### config.mk
export PLATFORM = sky130hd
export DESIGN_NAME = apb_mem_slave
export DESIGN_NICKNAME = d
export VERILOG_FILES = /design/src/rtl/apb_mem_slave.sv
export SDC_FILE = /design/constraint.sdc
export NUM_CORES = 1
export LEC_CHECK = 0
export ABC_CLOCK_PERIOD_IN_PS = 3000
export CAP_MARGIN = 20
export CORE_MARGIN = 2
export CORE_UTILIZATION = 55
export CTS_CLUSTER_DIAMETER = 80
export DETAILED_ROUTE_END_ITERATION = 6
export GPL_ROUTABILITY_DRIVEN = 1
export GPL_TIMING_DRIVEN = 0
export PLACE_DENSITY = 0.71
export SKIP_CTS_REPAIR_TIMING = 1
export SYNTH_ARGS = -nofsm -noshare
export SYNTH_HDL_FRONTEND = slang
export SYNTH_SLANG_ARGS = --single-unit
### constraint.sdc
create_clock -name pclk -period 3 [get_ports pclk]
set_clock_uncertainty 0.05 [all_clocks]
set_input_delay 0.6 -clock pclk [delete_from_list [all_inputs] [get_ports pclk]]
set_output_delay 0.6 -clock pclk [all_outputs]
set_load 0.005 [all_outputs]
### src/rtl/apb_mem_slave.sv
// APB completer backed by a word-addressed register memory.
// Inserts WAIT_STATES access cycles before pready; out-of-range addresses complete with pslverr.
module apb_mem_slave #(
  parameter int unsigned ADDR_WIDTH  = 8,
  parameter int unsigned DATA_WIDTH  = 32,
  parameter int unsigned DEPTH       = 16,
  parameter int unsigned WAIT_STATES = 1
) (
  input  logic                  pclk,
  input  logic                  preset,
  input  logic                  pselx,
  input  logic                  penable,
  input  logic                  pwrite,
  input  logic [ADDR_WIDTH-1:0] paddr,
  input  logic [DATA_WIDTH-1:0] pwdata,
  output logic                  pready,
  output logic [DATA_WIDTH-1:0] prdata,
  output logic                  pslverr
);

  localparam int unsigned IDX_W = (DEPTH > 1) ? $clog2(DEPTH) : 1;
  localparam int unsigned CNT_W = 3;
  localparam logic [ADDR_WIDTH:0] DEPTH_LIM = (ADDR_WIDTH+1)'(DEPTH);
  localparam logic [CNT_W-1:0]    WS_LIM    = CNT_W'(WAIT_STATES);

  typedef enum logic {
    S_IDLE,
    S_ACCESS
  } state_e;

  state_e                state_q, state_d;
  logic [CNT_W-1:0]      cnt_q, cnt_d;
  logic [IDX_W-1:0]      addr_q, addr_d;
  logic                  write_q, write_d;
  logic                  err_q, err_d;
  logic                  pready_q, pready_d;
  logic                  pslverr_q, pslverr_d;
  logic [DATA_WIDTH-1:0] prdata_q, prdata_d;
  logic [DATA_WIDTH-1:0] mem_q [DEPTH];
  logic [DATA_WIDTH-1:0] mem_d [DEPTH];

  logic                  setup_err;
  logic [CNT_W-1:0]      cnt_inc;

  assign setup_err = ({1'b0, paddr} >= DEPTH_LIM);
  assign cnt_inc   = cnt_q + CNT_W'(1);

  // Next-state, counter, memory write and registered-output computation
  always_comb begin
    state_d   = state_q;
    cnt_d     = cnt_q;
    addr_d    = addr_q;
    write_d   = write_q;
    err_d     = err_q;
    pready_d  = 1'b0;
    pslverr_d = 1'b0;
    prdata_d  = '0;
    mem_d     = mem_q;

    case (state_q)
      S_IDLE: begin
        if (pselx && !penable) begin
          state_d = S_ACCESS;
          cnt_d   = '0;
          addr_d  = IDX_W'(paddr);
          write_d = pwrite;
          err_d   = setup_err;
          // Zero wait states: the response is loaded on the setup edge itself
          if (WS_LIM == '0) begin
            pready_d  = 1'b1;
            pslverr_d = setup_err;
            if (!pwrite && !setup_err) begin
              prdata_d = mem_q[IDX_W'(paddr)];
            end
          end
        end
      end
      S_ACCESS: begin
        if (!pselx) begin
          state_d = S_IDLE;
        end else if (pready_q) begin
          state_d = S_IDLE;
          if (write_q && !err_q) begin
            mem_d[addr_q] = pwdata;
          end
        end else begin
          cnt_d = cnt_inc;
          if (cnt_inc == WS_LIM) begin
            pready_d  = 1'b1;
            pslverr_d = err_q;
            if (!write_q && !err_q) begin
              prdata_d = mem_q[addr_q];
            end
          end
        end
      end
      default: state_d = S_IDLE;
    endcase
  end

  // State, latched transfer attributes, outputs and memory
  always_ff @(posedge pclk) begin
    if (preset) begin
      state_q   <= S_IDLE;
      cnt_q     <= '0;
      addr_q    <= '0;
      write_q   <= 1'b0;
      err_q     <= 1'b0;
      pready_q  <= 1'b0;
      pslverr_q <= 1'b0;
      prdata_q  <= '0;
      mem_q     <= '{default: '0};
    end else begin
      state_q   <= state_d;
      cnt_q     <= cnt_d;
      addr_q    <= addr_d;
      write_q   <= write_d;
      err_q     <= err_d;
      pready_q  <= pready_d;
      pslverr_q <= pslverr_d;
      prdata_q  <= prdata_d;
      mem_q     <= mem_d;
    end
  end

  assign pready  = pready_q;
  assign pslverr = pslverr_q;
  assign prdata  = prdata_q;

endmodule

==> reports/metrics.cfg <==
[run_status]
outcome=finished, violations left
violations=DRC

[route]
vias=19700
routed_via_density=5.88
first_pass_iters=7
drc=20
drt_wl_total_um=70300
drt_iter0_markers=1587
ant_nets=0
wl_per_cell_um=20.9

[sta]
maxSlewViolCount=0
rsz0062_at_grt=no
setup_viol=0
hold_viol=0
slew_headroom=0.212
finalCritPeriodShare=0.985
worstMarginPinSlew_ps=1170
period_minus_slack_ps=2960
fmax_mhz=338

[global_route]
grt.total_usage=0.318
gr-total-overflow=0
antenna_found_initial=2
grt_use_met2=0.515
grt_use_met3=0.0522
busiest_layer=met2
grt_pass1_vias=19000
grt_first_pass_wirelength_um=107000
grt_max_degree=15
gr-usage-met1=0.424

[clock_tree]
cts_buffers=57
path_clk_slew_ps=70
clock_path_buffers=3
insertion_delay_ps=630
clock_sinks=556
h-tree-depth=2
cts-root-buf=clkbuf_16
cts_tree=yes

[final_layout]
final_nets=2824
fillCellCount=3365
area_delta_synth_final_pct=13.5
final_cell_mix=nand2_1 (1025), dfxtp_1 (556), a21oi_1 (513)
drive_gt1_frac=0.113
finish.utilization=0.636
fin_area_um2=26100
final_common_cell=nand2_1

[synth]
ys_ff_latch=556
syn_area_um2=23000
synth_cells=2673
ys_types=36
syn_nets=2720
synth.avg_cell_area_um2=8.59
synth-seq-area-share=0.485
yosys_warnings=0

[floorplanning]
dieHeight_um=208
dieArea_um2=43400
die_x_um=208
rows=74
core_um2=41000
start_util=0.560
ios=79

[flow_run]
cap_violations=0

[critical_path]
cp-end-kind=flop
crit_chain=buf_2, buf_2, buf_2, mux4_2, mux2i_1, o22ai_1
critical_path_arrival_ps=3340
crit_path_max_incr_delay_ps=610
cp_max_fo=10
crit_required_ps=3380
cpMaxStageDelayCell=mux4_2
critPathKind=reg -> reg
startpoint_type=flop
crit_path_frequent_cell=buf_2

[power]
power_density_nw_per_um2=595
p_leak_nw=8.21
peakVddDrop_v=0.000448

[place]
place_area_um2=24100
globalplace.congestion=0.930
portBuffers=45
dp_hpwl_um=52600

[hold_path]
min_path_type=in -> reg

==> cells by family after synthesis <==
logic type | count (synthesis) | share of synthesized area
multiplexers | 198 | 0.156
buffers and inverters | 278 | 0.0507
AND/OR/NAND/NOR | 1090 | 0.186
AO/OA/AOI/OAI | 548 | 0.121
adder cells (fa/ha/maj) | 2 | 0.00109
flip-flops | 556 | 0.485
XOR/XNOR | 1 | 0.000381
==> per-stage QoR <==
stage	hold WS, ps	power (mW)	TNS [ps]	worst slack (ps)	cells
2_1_floorplan	379	7.94	0	1170	2673
3_3_place_gp	384	8.16	-15990	-145	3250
3_5_place_dp	392	8.17	-23950	-251	3250
4_1_cts	273	15.5	0	209	3355
5_1_grt	324	15.9	0	143	3356
6_report	301	15.5	0	44.5	3359
==> cells in the mapped netlist <==
library cell,n,area (um^2)
mux2i_1,70,701
ha_1,2,25.0
nor3_1,6,30.0
inv_1,2,7.51
buf_6,3,33.8
nand4b_2,1,15.0
nand4_2,1,12.5
and3b_1,2,17.5
or3_1,4,25.0
clkbuf_2,1,5.00
nor2b_1,3,18.8
nor3b_1,1,7.51
and4_1,1,8.76
dfxtp_1,556,11100
xnor2_1,1,8.76
nor3b_2,1,12.5
nor2_1,12,45.0
a21oi_1,513,2570
nor4_1,1,6.26
o22ai_1,32,200
or3b_1,1,8.76
and2_1,1,6.26
mux4_2,128,2880
nand3b_1,3,22.5
nand3_1,13,65.1
and4b_1,2,20.0
a211oi_1,1,7.51
nand2b_1,2,12.5
nor3_2,6,60.1
o21ai_0,1,5.00
clkbuf_1,183,687
buf_2,78,390
and3_1,4,25.0
buf_1,11,41.3
a32oi_1,1,8.76
nand2_1,1025,3850
==> power by group <==
part,internal [mW],switching (mW),total [mW]
sequential,7.39,0.00562,7.39
combinational,0.157,0.473,0.631
clock,4.43,3.07,7.50
total,12.0,3.55,15.5
==> sequential cells by signal, summed over array words and instances (netlist names), 3 cells and up <==
register / cells
cnt_q: 3
mem_q: 512
addr_q: 4
prdata: 32
==> final cells by class <==
class / instances / area [um^2] / share of cell area
flip-flops and latches: 556 / 11100 / 0.427
multi-input cells: 1839 / 10700 / 0.409
clock buffers: 76 / 1640 / 0.0628
plain buffers: 276 / 1160 / 0.0444
well taps: 532 / 666 / 0.0255
repair buffers: 45 / 450 / 0.0173
clock inverters: 29 / 342 / 0.0131
diodes: 4 / 10.0 / 0.000384
inverters: 2 / 7.51 / 0.000288
==> final timing paths <==
kind	cells past startpoint	slack [ps]	end	start
setup / recovery	6	40	prdata[1]	addr_q[0]
hold reg to reg	2	400	mem_q[25]	mem_q[25]
setup reg to reg	6	40	prdata[1]	addr_q[0]
hold / removal	3	300	mem_q[95]	pwdata[31]
==> critical path, delay by kind of cell, from the launching register on <==
family | cells | cell delay [ps]
compound gates | 1 | 270
mux | 2 | 1030
flops | 1 | 310
buf+inv | 3 | 1100
==> routing by layer <==
layer / vias up / part of all wire
li1: 9166 / -
met5: - / 0
met1: 9485 / 0.41
met2: 948 / 0.46
met3: 149 / 0.094
met4: 0 / 0.039
Power figures use the tool's default switching activity.
